===== config.mk =====
export PLATFORM = sky130hd
export DESIGN_NAME = prewish5k_mask_loader
export DESIGN_NICKNAME = d
export VERILOG_FILES = /design/src/rtl/prewish5k_mask_loader_pkg.sv /design/src/rtl/prewish5k_mask_loader_sync_fifo.sv /design/src/rtl/prewish5k_mask_loader.sv
export SDC_FILE = /design/constraint.sdc
export NUM_CORES = 1
export LEC_CHECK = 0
export CORE_AREA = 2 2 102 80
export DETAILED_ROUTE_END_ITERATION = 10
export DIE_AREA = 0 0 104 82
export GPL_TIMING_DRIVEN = 1
export PLACE_DENSITY = 0.75
export SYNTH_ARGS = -nofsm -noshare
export SYNTH_HDL_FRONTEND = slang
export SYNTH_SLANG_ARGS = --single-unit

===== constraint.sdc =====
create_clock -name CLK_I -period 5 [get_ports CLK_I]
set_input_delay 1 -clock CLK_I [delete_from_list [all_inputs] [get_ports CLK_I]]
set_output_delay 1 -clock CLK_I [all_outputs]
set_load 0.1 [all_outputs]

===== src/rtl/prewish5k_mask_loader_pkg.sv =====
// Shared definitions for the prewish5k mask loader: poll FSM states,
// handshake levels used with the debouncer and mentor, entry width helper.
package prewish5k_mask_loader_pkg;

    typedef enum logic [1:0] {
        P_IDLE = 2'd0,
        P_REQ  = 2'd1,
        P_WAIT = 2'd2
    } poll_state_e;

    localparam logic HS_ASSERT = 1'b1;
    localparam logic HS_IDLE   = 1'b0;

    // FIFO entry is {channel, mask}
    function automatic int entry_w(input int ch_w, input int mask_w);
        return ch_w + mask_w;
    endfunction

endpackage


===== src/rtl/prewish5k_mask_loader_sync_fifo.sv =====
// Synchronous FIFO with extra pointer bit for full/empty; output reads 0 when
// empty so the head can be driven straight onto the consumer bus.
module prewish5k_sync_fifo #(
    parameter  int WIDTH = 8,
    parameter  int DEPTH = 4,
    localparam int AW    = $clog2(DEPTH),
    localparam int CW    = AW + 1
) (
    input  logic             clk_i,
    input  logic             rst_ni,
    input  logic             push_i,
    input  logic             pop_i,
    input  logic [WIDTH-1:0] din_i,
    output logic [WIDTH-1:0] dout_o,
    output logic [CW-1:0]    count_o,
    output logic             full_o,
    output logic             empty_o
);

    logic [WIDTH-1:0] mem_q [DEPTH];
    logic [CW-1:0]    wptr_q, rptr_q;
    logic             do_push, do_pop;

    assign empty_o = (wptr_q == rptr_q);
    assign full_o  = (wptr_q[AW] != rptr_q[AW]) && (wptr_q[AW-1:0] == rptr_q[AW-1:0]);
    assign count_o = wptr_q - rptr_q;
    assign do_pop  = pop_i & ~empty_o;
    // A push into a full FIFO is fine when the head leaves in the same cycle
    assign do_push = push_i & (~full_o | do_pop);
    assign dout_o  = empty_o ? '0 : mem_q[rptr_q[AW-1:0]];

    always_ff @(posedge clk_i or negedge rst_ni) begin
        if (!rst_ni) begin
            wptr_q <= '0;
            rptr_q <= '0;
        end else begin
            if (do_push) wptr_q <= wptr_q + CW'(1);
            if (do_pop)  rptr_q <= rptr_q + CW'(1);
        end
    end

    always_ff @(posedge clk_i) begin
        if (do_push) mem_q[wptr_q[AW-1:0]] <= din_i;
    end

endmodule


===== src/rtl/prewish5k_mask_loader.sv =====
// Polls the debouncer, turns button rising edges into {channel, DIP mask}
// entries and queues them for the mentor behind a held strobe/ack handshake.
module prewish5k_mask_loader
    import prewish5k_mask_loader_pkg::*;
#(
    parameter  int MASK_W        = 8,
    parameter  int NUM_CH        = 4,
    parameter  int FIFO_DEPTH    = 4,
    parameter  int POLL_DIV_BITS = 4,
    parameter  bit INVERT_DIP    = 1'b1,
    parameter  bit REVERSE_BITS  = 1'b1,
    parameter  int ALIVE_BITS    = 23,
    localparam int CH_W          = (NUM_CH > 1) ? $clog2(NUM_CH) : 1,
    localparam int CNT_W         = $clog2(FIFO_DEPTH) + 1
) (
    input  logic              CLK_I,
    input  logic              RST_I,
    output logic              DBN_STB_O,
    input  logic              DBN_STB_I,
    input  logic [NUM_CH-1:0] DBN_DAT_I,
    input  logic [MASK_W-1:0] dip_switch,
    output logic              STB_O,
    output logic [MASK_W-1:0] DAT_O,
    output logic [CH_W-1:0]   CH_O,
    input  logic              ACK_I,
    output logic [CNT_W-1:0]  o_count,
    output logic              o_overrun,
    output logic              o_alive
);

    localparam int ENTRY_W = entry_w(CH_W, MASK_W);

    // Assertion is immediate; release is delayed through two flops
    logic [1:0] rst_sync_q;
    logic       rst_n;

    always_ff @(posedge CLK_I or negedge RST_I) begin
        if (!RST_I) rst_sync_q <= '0;
        else        rst_sync_q <= {rst_sync_q[0], 1'b1};
    end
    assign rst_n = rst_sync_q[1];

    poll_state_e              state_q, state_d;
    logic [POLL_DIV_BITS-1:0] div_q, wcnt_q, wcnt_d;
    logic [NUM_CH-1:0]        btn_q, btn_prev_q, pending_q, pending_d;
    logic [NUM_CH-1:0]        rise, grant_oh, clr;
    logic [CH_W-1:0]          grant_ch;
    logic [MASK_W-1:0]        dip_pol, mask;
    logic [ENTRY_W-1:0]       fifo_dout;
    logic [ALIVE_BITS-1:0]    alive_q;
    logic                     latch, latched_q, overrun_q;
    logic                     push, pop, full, empty;

    always_comb begin
        state_d   = state_q;
        wcnt_d    = wcnt_q;
        DBN_STB_O = HS_IDLE;
        latch     = 1'b0;
        unique case (state_q)
            P_IDLE: if (&div_q) state_d = P_IDLE == P_IDLE ? P_REQ : P_IDLE;
            P_REQ: begin
                DBN_STB_O = HS_ASSERT;
                wcnt_d    = '0;
                state_d   = P_WAIT;
            end
            P_WAIT: begin
                if (DBN_STB_I == HS_ASSERT) begin
                    latch   = 1'b1;
                    state_d = P_IDLE;
                end else if (&wcnt_q) begin
                    state_d = P_IDLE;
                end else begin
                    wcnt_d = wcnt_q + POLL_DIV_BITS'(1);
                end
            end
            default: state_d = P_IDLE;
        endcase
    end

    // Rise is only meaningful in the cycle right after a fresh sample
    assign rise     = latched_q ? (btn_q & ~btn_prev_q) : '0;
    assign grant_oh = pending_q & (~pending_q + NUM_CH'(1));
    assign pop      = ~empty & ACK_I;
    assign push     = (|pending_q) & (~full | pop);
    assign clr      = push ? grant_oh : '0;
    assign pending_d = (pending_q & ~clr) | rise;

    always_comb begin
        grant_ch = '0;
        for (int i = NUM_CH - 1; i >= 0; i--) begin
            if (pending_q[i]) grant_ch = CH_W'(i);
        end
    end

    always_comb begin
        dip_pol = INVERT_DIP ? ~dip_switch : dip_switch;
        mask    = '0;
        for (int i = 0; i < MASK_W; i++) begin
            mask[i] = REVERSE_BITS ? dip_pol[MASK_W-1-i] : dip_pol[i];
        end
    end

    always_ff @(posedge CLK_I or negedge rst_n) begin
        if (!rst_n) begin
            state_q    <= P_IDLE;
            div_q      <= '0;
            wcnt_q     <= '0;
            btn_q      <= '1;
            btn_prev_q <= '1;
            latched_q  <= 1'b0;
            pending_q  <= '0;
            overrun_q  <= 1'b0;
            alive_q    <= '0;
        end else begin
            state_q   <= state_d;
            div_q     <= div_q + POLL_DIV_BITS'(1);
            wcnt_q    <= wcnt_d;
            latched_q <= latch;
            pending_q <= pending_d;
            alive_q   <= alive_q + ALIVE_BITS'(1);
            if (latch) begin
                btn_prev_q <= btn_q;
                btn_q      <= DBN_DAT_I;
            end
            // A press landing on a channel that stays pending is merged
            if (|(rise & pending_q & ~clr)) overrun_q <= 1'b1;
        end
    end

    prewish5k_sync_fifo #(
        .WIDTH (ENTRY_W),
        .DEPTH (FIFO_DEPTH)
    ) u_fifo (
        .clk_i   (CLK_I),
        .rst_ni  (rst_n),
        .push_i  (push),
        .pop_i   (pop),
        .din_i   ({grant_ch, mask}),
        .dout_o  (fifo_dout),
        .count_o (o_count),
        .full_o  (full),
        .empty_o (empty)
    );

    assign STB_O     = ~empty;
    assign DAT_O     = fifo_dout[MASK_W-1:0];
    assign CH_O      = fifo_dout[ENTRY_W-1 -: CH_W];
    assign o_overrun = overrun_q;
    assign o_alive   = alive_q[ALIVE_BITS-1];

endmodule


# After elaboration in Yosys (flattened, before gate mapping)

Memories as Yosys holds them, arrays and structs flattened.
Cells that the tools add are included.

Bits in writable memories: 40
Bits of input ports: 16
Register bits: 55
Memories kept: 1

Memories:

| memory       | depth | width | read ports | clocked after memory_dff | write ports | line                                  | text |
|---|---|---|---|---|---|---|---|
| u_fifo.mem_q | 4     | 10    | 1          | 0                        | 1           | prewish5k_mask_loader_sync_fifo.sv:20 | `logic [WIDTH-1:0] mem_q [DEPTH];` |

Multiplexer cells: 19
Equality and inequality tests: 9
Bitwise gates (word level): 18
Reductions and logical operators: 9
Add/subtract/negate cells: 7

Operators with widths:

| cell                  | count |
|---|---|
| $add 23x1->23 const B | 1 |
| $and 4x4->4           | 5 |
| $mux 4                | 4 |
| $mux 2                | 7 |
| $add 4x1->4 const B   | 3 |
| $not 4->4             | 3 |
| $mux 10               | 1 |
| $not 8->8             | 1 |
| $pmux 4 s2            | 1 |
| $reduce_and 4->1      | 2 |
| $reduce_or 4->1       | 2 |
| $add 3x1->3 const B   | 2 |
| $ne 2x2->1 const B    | 3 |
| $pmux 2 s3            | 1 |
| $mux 1                | 5 |
| $and 1x1->1           | 4 |
| $or 4x4->4            | 1 |
| $eq 3x3->1            | 1 |
| $ne 3x3->1 const B    | 1 |
| $reduce_and 3->1      | 1 |
| $sub 3x3->3           | 1 |
| $eq 2x1->1 const B    | 1 |
| $eq 2x2->1            | 1 |
| $eq 2x2->1 const B    | 1 |
| other kinds (7)       | 9 |

# Depth between registers and ports, before layout

Depth in word-level cells: 9
Mapped depth: 7

# Hierarchy

From an unflattened synthesis, not the netlist that was laid out.

Cell total of the unflattened synthesis: 300
Area total of the unflattened synthesis: 4108.9 um2

Modules (own cells, without submodules):

| module                | area an instance (um2) | cells each | times used | sequential area each (um2) |
|---|---|---|---|---|
| prewish5k_mask_loader | 2139.6                 | 192        | 1          | 1236.2 |
| prewish5k_sync_fifo   | 1969.4                 | 108        | 1          | 1351.3 |

# Worst setup path after synthesis

OpenSTA, ideal clock, no wires.

Path type: register -> output
Start point: register u_fifo.rptr_q[1]
End point: output CH_O[0]
Required time: 4000 ps
Stages on the path, launching flop included: 7
Data arrival time: 3106 ps
Slack: 894 ps
Cells stage by stage: dfrtp_1 buf_1 inv_1 ha_1 nand3_1 clkbuf_1 and2_1

Cells in the longest elaborated chain, start to end: 2

RTL lines:

| element                                    | line                                  | text |
|---|---|---|
| start: declaration                         | prewish5k_mask_loader_sync_fifo.sv:21 | `logic [CW-1:0] wptr_q, rptr_q;` |
| start signal: assignment                   | prewish5k_mask_loader_sync_fifo.sv:38 | `if (do_pop) rptr_q <= rptr_q + CW'(1);` |
| $mem_v2 4x10 or $eq 3x3->1 (tied branches) | --                                    |  |
| $mux 10 *                                  | prewish5k_mask_loader_sync_fifo.sv:30 | `assign dout_o = empty_o ? '0 : mem_q[rptr_q[AW-1:0]];` |
| end: declaration                           | prewish5k_mask_loader.sv:24           | `output logic [CH_W-1:0] CH_O,` |

Every way passes the cells marked *; elsewhere a longest branch is shown, timed or not.

# Final worst setup path

Start point: register u_fifo.rptr_q[1]
End point: output CH_O[1]

The elaborated chain is that of the path after synthesis.

==> results_dict.tcl <==
set metrics [dict create \
    status "complete, no violations" \
    n_antenna_cell 0 \
    cts.sinks 95 \
    synth-edff-count 40 \
    clk_pin_slew_worst_paths_ps 110 \
    path_class "reg -> out" \
    crit_cells 5 \
    gp_congestion 0.7597 \
    synth_most_common_cell "dfrtp_1" \
    hold_violations 0 \
    place_area_sq_mm 0.004467 \
    crit_arrival_ps 3200 \
    finalInstanceArea_sq_mm 0.004688 \
    avgRoutedWirePerCell_microns 15.00 \
    numPortBuffers 32 \
    max_clock_freq_mhz 237.9 \
    slowest_delay_ps 1130 \
    crit_chain "inv_1 -> ha_1 -> nand3_1 -> and2_1 -> clkdlybuf4s50_1" \
    areaGrowthSynthToFinish_pct 16.04 \
    drc 0 \
    root_buffer "clkbuf_8" \
    synth_area_per_cell_sq_um 14.38 \
    finClkSkew_ps 14.17 \
    detail_route.iter0.violations 122 \
    grt_usage_pct 16.70 \
    synth_area_leaders "edfxtp_1, dfrtp_1, mux4_2" \
    detail-route-antenna-nets 0 \
    yosysTopAreaCellShare_pct 29.73 \
    ys.flop_type "dfrtp_1" \
    ys_seq_elements 95 \
    holdBufCountCts 0 \
    synth_common_cells "dfrtp_1, edfxtp_1, inv_1, xnor2_1, nand2_1" \
    grt_max_degree 54 \
    cts_resized 0 \
    grt_remaining_overflow 0 \
    synthArstFlopShare_pct 57.89 \
    ioPinCount 33 \
    drv_slew 0 \
    cts_setup_buffers 0 \
    cp_top_family "buffers and inverters" \
    yosysUniqueCellTypes 47 \
    yosys.area.top_type "edfxtp_1" \
    dp_hpwl_mm 4.287 \
    rsz0062_at_grt "false" \
    cp_max_fo 14 \
    syn_area_sq_mm 0.004040 \
    worst_ep_required_time_ps 4000 \
    syn_inst 281 \
    crit_path_top_delay_cell "clkdlybuf4s50_1" \
    layout-drive-gt1-share_pct 18.10 \
    synth_warnings 0 \
    viasPerCell 5.206 \
    period_needed_ps 4204 \
    post-route-period-util_pct 84.07 \
    die_height_microns 82 \
    clk_latency_ps 370 \
    syn_nets 308 \
    r2r_cells 5 \
    tightest_slew_ps 965.9 \
    drv_cap 0 \
    seq_area_frac_synth_pct 64.04 \
    worstHoldPathCells 0 \
    design.die.area_sq_mm 0.008528 \
    fin_tns_setup_ps 0 \
    antenna_found_initial 0 \
    hp-class "reg -> reg" \
    drt-total-wl_mm 6.467 \
    crit_buf_inv 2 \
    cts_buffers 9 \
    drtPass1Iterations 4 \
    start_util_pct 53.39 \
    dr_total_vias 2244 \
    cts_max_path_buffers 2 \
    grt_pass1_vias 2234 \
    setup_viol 0 \
    cts_tree "yes" \
    rows 28 \
    grt_pass1_wl_mm 10.76 \
    startpoint_type "register" \
    core-area_sq_mm 0.007567 \
    endpoint_kind "output port" \
    max-slew-margin-rel_pct 35.40 \
    htree_levels 3 \
    nets 348 \
    fp.dieW_microns 104 \
]
-- state kept, by name (all words and copies together), names as in the netlist, 3 cells and up --
signal,flops
u_fifo.mem_q,40
alive_q,23
btn_prev_q,4
btn_q,4
div_q,4
pending_q,4
wcnt_q,4
u_fifo.rptr_q,3
u_fifo.wptr_q,3
-- metal layers --
metal	vias to the layer above	global-route usage, %	share of wire [%]
li1	1081	-	-
met1	1103	20.98	45
met2	48	27.17	49
met3	12	5.000	4.0
met4	0	7.973	1.9
met5	-	0	0
-- cell families after synthesis --
| kind of cell | synth area share (%) |
|---|---|
| flip-flops | 64.04 |
| AND/OR/NAND/NOR | 11.92 |
| XOR/XNOR | 6.690 |
| buffers and inverters | 2.570 |
| multiplexers | 8.052 |
| AO/OA/AOI/OAI | 3.035 |
| adder cells (fa/ha/maj) | 3.592 |
| other | 0.09282 |
-- path summary, 6_finish.rpt --
check	slack (ps)	start	to
worst min register to register	360	rst_sync_q[0]$_DFF_PN0_	rst_sync_q[1]$_DFF_PN0_
min in group asynchronous	380	rst_sync_q[1]$_DFF_PN0_	latched_q$_DFF_PN0_
worst max register to register	2630	u_fifo.rptr_q[1]$_DFFE_PN0P_	u_fifo.mem_q[1][9]$_DFFE_PP_
worst max-delay path	800	u_fifo.rptr_q[1]$_DFFE_PN0P_	CH_O[1]
max in group asynchronous	4100	RST_I	rst_sync_q[1]$_DFF_PN0_
worst min-delay path	360	rst_sync_q[0]$_DFF_PN0_	rst_sync_q[1]$_DFF_PN0_
-- area by class of cell --
class | instances | area (sq um)
fillers | 587 | 2879
flip-flops and latches | 95 | 2589
multi-input cells | 161 | 1349
repair buffers | 34 | 322.8
well taps | 105 | 131.4
clock buffers | 9 | 123.9
clock inverters | 7 | 97.59
inverters | 20 | 75.07
-- placed cells by master, fill, tap and decap left out, types with 3 or more instances in the layout --
cell type / Yosys / routed
clkbuf_8: 0 / 9
xor2_1: 9 / 9
mux4_2: 10 / 10
nand4_1: 7 / 7
clkdlybuf4s50_1: 0 / 27
o21ai_0: 3 / 3
inv_8: 0 / 3
nand3b_1: 3 / 3
nand2_1: 16 / 16
ha_1: 10 / 10
dfstp_2: 8 / 8
and3_1: 4 / 4
nor3_1: 3 / 3
xnor2_1: 20 / 20
mux2_2: 8 / 8
nor2_1: 9 / 9
and2_1: 13 / 13
inv_1: 20 / 20
buf_4: 0 / 7
a21oi_1: 3 / 3
nand3_1: 12 / 12
edfxtp_1: 40 / 40
dfrtp_1: 47 / 46
-- metrics by stage --
step / setup WS, ps / instances / hold slack [ps] / util [%]
2_1_floorplan: 894.1 / 281 / 331.2 / -
3_3_place_gp: 1233 / 415 / 334.4 / 59.03
3_5_place_dp: 1178 / 415 / 338.8 / 59.03
4_1_cts: 751.6 / 431 / 363.9 / 61.95
5_1_grt: 572.3 / 431 / 383.6 / 61.95
6_report: 796.5 / 431 / 360.0 / 61.95
Power is not shown: default switching activity piles up to over one toggle a cycle in this logic, so the estimate is an artifact.
